$ cat src/rtl/rmach_pkg.sv
// Shared definitions for the register-machine execute stage.
// Holds the sequencer state encoding, opcode / ALU / shift constants and
// the instruction field extractors used by the sequencer and its ALU.
package rmach_pkg;

  localparam int DATA_W_DEF = 16;
  localparam int RN_W_DEF   = 3;

  typedef enum logic [2:0] {
    S_IDLE,
    S_RA,
    S_RB,
    S_EX,
    S_WB,
    S_DONE
  } state_e;

  localparam logic [2:0] OP_MOV = 3'b110;
  localparam logic [2:0] OP_ALU = 3'b101;

  // ALU sub-op field under OP_ALU
  localparam logic [1:0] ALU_ADD = 2'b00;
  localparam logic [1:0] ALU_CMP = 2'b01;
  localparam logic [1:0] ALU_AND = 2'b10;
  localparam logic [1:0] ALU_MVN = 2'b11;

  // ALU-field values that select the two MOV forms under OP_MOV
  localparam logic [1:0] MOV_REG = 2'b00;
  localparam logic [1:0] MOV_IMM = 2'b10;

  localparam logic [1:0] SH_NONE = 2'b00;
  localparam logic [1:0] SH_LSL1 = 2'b01;
  localparam logic [1:0] SH_LSR1 = 2'b10;
  localparam logic [1:0] SH_ASR1 = 2'b11;

  function automatic logic [2:0] f_op(input logic [15:0] ins);
    return ins[15:13];
  endfunction

  function automatic logic [1:0] f_alu(input logic [15:0] ins);
    return ins[12:11];
  endfunction

  function automatic logic [2:0] f_rn(input logic [15:0] ins);
    return ins[10:8];
  endfunction

  function automatic logic [2:0] f_rd(input logic [15:0] ins);
    return ins[7:5];
  endfunction

  function automatic logic [1:0] f_sh(input logic [15:0] ins);
    return ins[4:3];
  endfunction

  function automatic logic [2:0] f_rm(input logic [15:0] ins);
    return ins[2:0];
  endfunction

  function automatic logic [7:0] f_imm8(input logic [15:0] ins);
    return ins[7:0];
  endfunction

endpackage

$ cat src/rtl/alu_shift_unit.sv
// Combinational shifter + ALU for the execute stage.
// Ports:
//   a_i, b_i  operands (b_i is shifted before use)
//   sh_i      shift select (pass / LSL1 / LSR1 / ASR1)
//   alu_i     ALU op (ADD / CMP / AND / MVN)
//   result_o  ALU result (CMP produces a - shift(b))
//   n_o, v_o, z_o  negative, signed-overflow, zero flags for result_o
module alu_shift_unit
  import rmach_pkg::*;
#(
  parameter int DATA_W = DATA_W_DEF
) (
  input  logic [DATA_W-1:0] a_i,
  input  logic [DATA_W-1:0] b_i,
  input  logic [1:0]        sh_i,
  input  logic [1:0]        alu_i,
  output logic [DATA_W-1:0] result_o,
  output logic              n_o,
  output logic              v_o,
  output logic              z_o
);

  localparam int MSB = DATA_W - 1;

  logic [DATA_W-1:0] b_sh;

  // NOTE: every combinational output gets a default first so no path can leave it unassigned and infer a latch.
  always_comb begin
    b_sh = b_i;
    unique case (sh_i)
      SH_LSL1: b_sh = {b_i[MSB-1:0], 1'b0};
      SH_LSR1: b_sh = {1'b0, b_i[MSB:1]};
      SH_ASR1: b_sh = {b_i[MSB], b_i[MSB:1]};
      default: b_sh = b_i;
    endcase
  end

  always_comb begin
    result_o = '0;
    v_o      = 1'b0;
    unique case (alu_i)
      ALU_ADD: begin
        result_o = a_i + b_sh;
        // overflow: like-signed operands produce an opposite-signed sum
        v_o = (a_i[MSB] == b_sh[MSB]) && (result_o[MSB] != a_i[MSB]);
      end
      ALU_CMP: begin
        result_o = a_i - b_sh;
        // overflow: unlike-signed operands and the sign of a is lost
        v_o = (a_i[MSB] != b_sh[MSB]) && (result_o[MSB] != a_i[MSB]);
      end
      ALU_AND: result_o = a_i & b_sh;
      ALU_MVN: result_o = ~b_sh;
      default: result_o = '0;
    endcase
    n_o = result_o[MSB];
    z_o = (result_o == '0);
  end

endmodule

$ cat src/rtl/alu_instr_sequencer.sv
// Multi-cycle controller and execute stage in front of an 8x16 register
// file with one combinational read port and one clocked write port.
// Ports:
//   clk, reset       clock, synchronous active-high reset
//   start, instr     instruction handshake (sampled only in IDLE)
//   rf_data_out      regfile read data for readnum
//   readnum          regfile read select (Rn in RA, Rm in RB, else 0)
//   writenum, write, rf_data_in   regfile write port (active only in WB)
//   busy             high from the cycle after acceptance through DONE
//   done, illegal    retire pulse, with illegal for unsupported opcodes
//   status           {N,V,Z}, updated by ADD/CMP/AND/MVN in EX
module alu_instr_sequencer
  import rmach_pkg::*;
#(
  parameter int DATA_W = DATA_W_DEF,
  parameter int RN_W   = RN_W_DEF
) (
  input  logic              clk,
  input  logic              reset,
  input  logic              start,
  input  logic [15:0]       instr,
  input  logic [DATA_W-1:0] rf_data_out,
  output logic [RN_W-1:0]   readnum,
  output logic [RN_W-1:0]   writenum,
  output logic              write,
  output logic [DATA_W-1:0] rf_data_in,
  output logic              busy,
  output logic              done,
  output logic              illegal,
  output logic [2:0]        status
);

  state_e            state_q;
  logic [15:0]       ir_q;
  logic [DATA_W-1:0] a_q, b_q, c_q;
  logic [RN_W-1:0]   readnum_q, writenum_q;
  logic              write_q, busy_q, done_q, illegal_q;
  logic [DATA_W-1:0] rf_data_in_q;
  logic [2:0]        status_q;

  // MOV reg reuses the adder with A forced to zero, so A need not be read.
  logic              ir_is_mov;
  logic [DATA_W-1:0] alu_a;
  logic [1:0]        alu_op;
  logic [DATA_W-1:0] alu_res;
  logic              alu_n, alu_v, alu_z;

  assign ir_is_mov = (f_op(ir_q) == OP_MOV);
  assign alu_a     = ir_is_mov ? '0 : a_q;
  assign alu_op    = ir_is_mov ? ALU_ADD : f_alu(ir_q);

  alu_shift_unit #(.DATA_W(DATA_W)) u_alu (
    .a_i      (alu_a),
    .b_i      (b_q),
    .sh_i     (f_sh(ir_q)),
    .alu_i    (alu_op),
    .result_o (alu_res),
    .n_o      (alu_n),
    .v_o      (alu_v),
    .z_o      (alu_z)
  );

  // Outputs are registered: each transition loads the values the next
  // state presents, so the port pins never decode state combinationally.
  // NOTE: sequential state uses non-blocking assignments so every register samples pre-edge values.
  always_ff @(posedge clk) begin
    if (reset) begin
      state_q      <= S_IDLE;
      ir_q         <= '0;
      a_q          <= '0;
      b_q          <= '0;
      c_q          <= '0;
      readnum_q    <= '0;
      writenum_q   <= '0;
      write_q      <= 1'b0;
      rf_data_in_q <= '0;
      busy_q       <= 1'b0;
      done_q       <= 1'b0;
      illegal_q    <= 1'b0;
      status_q     <= '0;
    end else begin
      readnum_q    <= '0;
      writenum_q   <= '0;
      write_q      <= 1'b0;
      rf_data_in_q <= '0;
      done_q       <= 1'b0;
      illegal_q    <= 1'b0;
      unique case (state_q)
        S_IDLE: begin
          if (start) begin
            ir_q   <= instr;
            busy_q <= 1'b1;
            if (f_op(instr) == OP_MOV && f_alu(instr) == MOV_IMM) begin
              state_q      <= S_WB;
              write_q      <= 1'b1;
              writenum_q   <= RN_W'(f_rn(instr));
              rf_data_in_q <= {{(DATA_W-8){instr[7]}}, f_imm8(instr)};
            end else if (f_op(instr) == OP_MOV && f_alu(instr) == MOV_REG) begin
              state_q   <= S_RB;
              readnum_q <= RN_W'(f_rm(instr));
            end else if (f_op(instr) == OP_ALU) begin
              state_q   <= S_RA;
              readnum_q <= RN_W'(f_rn(instr));
            end else begin
              state_q   <= S_DONE;
              done_q    <= 1'b1;
              illegal_q <= 1'b1;
            end
          end
        end
        S_RA: begin
          a_q       <= rf_data_out;
          state_q   <= S_RB;
          readnum_q <= RN_W'(f_rm(ir_q));
        end
        S_RB: begin
          b_q     <= rf_data_out;
          state_q <= S_EX;
        end
        S_EX: begin
          c_q <= alu_res;
          if (!ir_is_mov) status_q <= {alu_n, alu_v, alu_z};
          if (!ir_is_mov && f_alu(ir_q) == ALU_CMP) begin
            state_q <= S_DONE;
            done_q  <= 1'b1;
          end else begin
            state_q      <= S_WB;
            write_q      <= 1'b1;
            writenum_q   <= RN_W'(f_rd(ir_q));
            rf_data_in_q <= alu_res;
          end
        end
        S_WB: begin
          state_q <= S_DONE;
          done_q  <= 1'b1;
        end
        S_DONE: begin
          state_q <= S_IDLE;
          busy_q  <= 1'b0;
        end
        default: begin
          state_q <= S_IDLE;
          busy_q  <= 1'b0;
        end
      endcase
    end
  end

  assign readnum    = readnum_q;
  assign writenum   = writenum_q;
  assign write      = write_q;
  assign rf_data_in = rf_data_in_q;
  assign busy       = busy_q;
  assign done       = done_q;
  assign illegal    = illegal_q;
  assign status     = status_q;

endmodule

$ cat config.mk
export PLATFORM = sky130hd
export DESIGN_NAME = alu_instr_sequencer
export DESIGN_NICKNAME = d
export VERILOG_FILES = /design/src/rtl/rmach_pkg.sv /design/src/rtl/alu_shift_unit.sv /design/src/rtl/alu_instr_sequencer.sv
export SDC_FILE = /design/constraint.sdc
export NUM_CORES = 1
export LEC_CHECK = 0
export CAP_MARGIN = 5
export CORE_MARGIN = 4
export CORE_UTILIZATION = 62
export CTS_CLUSTER_SIZE = 24
export DETAILED_ROUTE_END_ITERATION = 12
export PLACE_DENSITY = 0.92
export SETUP_SLACK_MARGIN = 0.05
export SYNTH_ARGS = -nofsm -noshare
export SYNTH_HDL_FRONTEND = slang
export SYNTH_SLANG_ARGS = --single-unit
$ cat constraint.sdc
create_clock -name clk -period 12.9 [get_ports clk]
set_clock_uncertainty 0.2 [all_clocks]
set_input_delay 3.87 -clock clk [delete_from_list [all_inputs] [get_ports clk]]
set_output_delay 3.87 -clock clk [all_outputs]
set_load 0.1 [all_outputs]
### Word level (Yosys, flattened, before mapping)

Index checks and enable logic that the tools add are counted.

* bits in registers: 80
* input port bits: 35
* output and inout port bits: 29
* word-level logic and storage cells: 90

* $add $sub $neg: 2
* equal/unequal tests: 20
* mux-type cells: 36
* bitwise operators: 5
* reductions and logical operators: 15

Operators by type and width (count)
* 16-bit 2-to-1 mux: 4
* 16-bit one-hot mux with 4 select lines: 1
* 16-bit one-hot mux with 3 select lines: 1
* 3-bit 2-to-1 mux: 11
* 16-bit one-hot mux with 2 select lines: 1
* 16-bit adder: 1
* 16-bit AND: 1
* 16-bit zero test: 1
* 16-bit NOT: 1
* 16-bit subtractor: 1
* 3-bit one-hot mux with 5 select lines: 1
* 3-bit equality test (second input constant): 4
* 3-bit one-hot mux with 2 select lines: 2
* 2-bit equality test (second input constant): 5
* 1-bit 2-to-1 mux: 10
* 2-bit by 1-bit equality test with 1-bit output (second input constant): 3
* 3-bit by 2-bit equality test with 1-bit output (second input constant): 2
* 1-bit one-hot mux with 2 select lines: 3
* 2-bit AND reduction: 3
* 1-bit logical AND: 5
* 2-bit zero test: 2
* 4-bit OR reduction: 1
* 3-bit by 1-bit equality test with 1-bit output (second input constant): 1
* 3-bit zero test: 1
* 8 further kinds: 12

### Logic depth before layout (Yosys ltp)

* depth in word-level cells: 6
* mapped depth: 17
* gate-level depth less buffers: 14

### By module

Synthesis repeated with hierarchy kept, for this count alone.

* cells, all modules: 719
* area, all modules: 5432.7 um^2

Modules (own cells, without submodules)
* alu_instr_sequencer: instances 1, cells each 371, area each 3124.2 um^2, seq. area each 1541.5 um^2
* alu_shift_unit: instances 1, cells each 348, area each 2308.5 um^2, seq. area each 0.0 um^2

### Worst setup path before layout

No wires, ideal clock.

* path type: input-to-reg
* start: in reset
* end: reg status_q[0] (netlist: status[0])
* setup time: 69 ps
* arrival: 5539 ps
* required time: 12631 ps
* slack: 7092 ps
* cell stages on the path: 5
* path through: or4_1 > or4_1 > nor4b_1 > or4b_1 > o21ai_1

RTL lines
* from (decl): RTL line alu_instr_sequencer.sv:19 `input logic reset,`
* to (signal assigned): RTL line alu_instr_sequencer.sv:122 `if (!ir_is_mov) status_q <= {alu_n, alu_v, alu_z};`
* to (decl): RTL line alu_instr_sequencer.sv:39 `logic [2:0] status_q;`

==> run_results.csv <==
group,metric,value,unit
min_path,hold_class,"register to register",
layout,utilization,73.36,%
floorplan,dieArea,10530,sq um
floorplan,fp-row-count,34,
drt,firstDrtPassIters,6,
synthesis,synth_edf_count,0,
synthesis,synth.net_count,822,
clock_tree,path_clk_slew,0.10,ns
drt,via_count,5981,
synthesis,synth_area,5549,sq um
drt,routedWlPerCell,19.22,microns
setup_path,cpMaxStageDelayCell,"or4_1",
synthesis,synthTopCellsByArea,"dfxtp_1, nand2_1, a21oi_1",
setup_path,rr_worst_depth,12,
synthesis,syn_avg_cell_area,7.360,sq um
synthesis,synthArstFlopShare,0,%
sta,hold_violations,0,
setup_path,critPathRequiredTime,13.01,ns
clock_tree,cts-resized-gates,0,
floorplan,boundaryPins,64,
drt,final_antenna_net_count,0,
setup_path,critical_path.cell_chain,"buf_2 > or4_1 > or4_1 > nor4b_1 > or4b_1 > o21ai_1",
clock_tree,root_buffer,"clkbuf_8",
synthesis,synth_largest_area_cell,"dfxtp_1",
drt,wirelength,17240,microns
layout,fin_cells,897,
placement,placed_cells_incl_taps,880,
clock_tree,cts_hold_buf,0,
setup_path,cp_common_cell,"or4_1",
setup_path,cp.arrival,6.14,ns
setup_path,cpPeakStageDelay,0.62,ns
sta,setup_slack,6.866,ns
synthesis,synth_flop_cell,"dfxtp_1",
sta,clock.fmax,165.7,MHz
sta,max_slew_margin,26.42,%
global_route,grt_first_pass_wirelength,27210,microns
synthesis,syn_inst,754,
floorplan,core,8721,sq um
drt,drtIter0Drc,757,
sta,rsz0062_at_grt,"no",
min_path,min_from,"a_q[6]",
sta,setup_viol,0,
setup_path,endpoint,"status[0]",
power,total_power,839.8,uW
synthesis,synth_top_area_share,27.78,%
drt,drc,0,
sta,min_period_over_period,46.78,%
setup_path,worstSetupEndpointType,"register",
setup_path,worstSetupPathType,"primary input to register",
sta,worst_pin_slew,1.096,ns
synthesis,yosysMostFrequentCell,"nand2_1",
clock_tree,cts_sinks,77,
power,peakVddDrop,94.37,uV
setup_path,r2r_slack,7.71,ns
setup_path,r2r_end,"status[0]",
layout,n_antenna_cell,0,
drt,viasPerCell,6.668,
setup_path,crit_start,"reset",
global_route,grt_antenna_before_repair,0,
synthesis,ys_ff_latch,77,
synthesis,ys_warn_count,0,
synthesis,synth_common_cells,"nand2_1, a21oi_1, dfxtp_1",
setup_path,reg2reg_from,"ir_q[3]",
global_route,grt_pass1_vias,5480,
clock_tree,cts_tree,"yes",
layout,fin_nets,852,
sta,min_period,6.034,ns
setup_path,start_kind,"primary input",
placement,hpwl,12570,microns
clock_tree,postCtsSetupBuffers,0,
synthesis,yosys.cell_types.count,75,
clock_tree,insertion_delay,0.36,ns
layout,area_delta_synth_final,15.29,%
sta,drv_slew,0,
floorplan,fp.dieH,102.6,microns
job,drv_cap,0,
global_route,grt_usage,32.59,%
global_route,grt_max_degree,59,
placement,place_ws,6.490,ns
layout,drive_gt1_share,7.098,%
power,p_leak,0.002386,uW
run_status,outcome,"finished clean",
placement,gp_congestion,0.9601,
floorplan,initial_core_util,63.63,%
placement,numPortBuffers,63,
global_route,globalRouteOverflowTotal,0,
power,power.density,131.3,nW/um^2
setup_path,cp_max_fo,58,
floorplan,die_w,102.6,microns
clock_tree,numCtsBuffers,9,
clock_tree,cts_htree_levels,3,
clock_tree,cts_max_path_buffers,2,
sta,setup_tns,0,ns
synthesis,synth-seq-area-share,27.78,%
per-layer routing:
layer | global-route usage (%) | part of all wire [%] | wire length [microns]
met1 | 43.28 | 41 | 7012
met2 | 52.04 | 46 | 7953
met3 | 5.886 | 9.5 | 1639
met4 | 13.93 | 3.7 | 638
met5 | 0 | 0 | 0
registers in the layout (all words and copies together), names as in the netlist:
name        count
ir_q           13
write           1
busy            1
readnum         3
state_q         3
illegal         1
b_q            16
writenum        3
rf_data_in     16
done            1
a_q            16
status          3
placed cells by master (no fill, tap or decap), drive strengths merged, types with 7 or more instances in the layout:
master / Yosys / layout
nand2: 139 / 139
a21oi: 84 / 84
dfxtp: 77 / 77
clkdlybuf4s50: 0 / 62
nor2: 53 / 53
o21ai: 35 / 35
inv: 33 / 34
ha: 31 / 31
and2: 20 / 20
nor3: 19 / 19
nor2b: 17 / 17
a22oi: 15 / 15
mux2: 13 / 13
a211oi: 12 / 12
nand3: 11 / 11
mux2i: 10 / 10
clkbuf: 35 / 10
buf: 16 / 8
or3: 7 / 7
nor3b: 7 / 7
per-stage QoR:
stage | area [sq um] | hold WS (ns)
final | 6397 | 0.2544
after floorplan | 5549 | 0.2317
after CTS | 6386 | 0.2562
after detailed placement | 6130 | 0.2453
after global placement | 6130 | 0.2427
after global routing | 6397 | 0.2820
where the power goes:
group | internal, uW | switching [uW] | total (uW)
Combinational | 124 | 204 | 329
Sequential | 254 | 20.1 | 274
Clock | 136 | 101 | 237
Total | 514 | 326 | 840
worst min path at each step:
stage / depth (start not counted) / slack, ns / to
4_1_cts: 2 / 0.26 / a_q[9]
2_1_floorplan: 2 / 0.23 / a_q[10]
3_3_place_gp: 2 / 0.24 / a_q[4]
6_report: 2 / 0.25 / a_q[6]
3_5_place_dp: 2 / 0.25 / a_q[9]
5_1_grt: 2 / 0.28 / a_q[9]
layout make-up:
type	instances	area, sq um
multi-input combinational	593	3659
inverter	33	123.9
sequential	77	1541
fill	639	2323
timing repair buffer	70	681.9
clock inverter	6	118.9
tap	108	135.1
clock buffer	10	137.6
worst max-delay path: cells and delay by family:
| family | cells | cell delay [ns] |
|---|---|---|
| AND/OR/NAND/NOR | 4 | 1.74 |
| buffers and inverters | 1 | 0.41 |
| AO/OA/AOI/OAI | 1 | 0.12 |
kinds of logic after synthesis:
kind of cell             Yosys count  share of synthesized area (%)
AND/OR/NAND/NOR                  311                          26.88
XOR/XNOR                           4                         0.6315
buffers and inverters             84                          6.291
adder cells (fa/ha/maj)           33                          7.711
multiplexers                      23                          4.510
flip-flops                        77                          27.78
AO/OA/AOI/OAI                    222                          26.20
(Power assumes the default switching activity.)
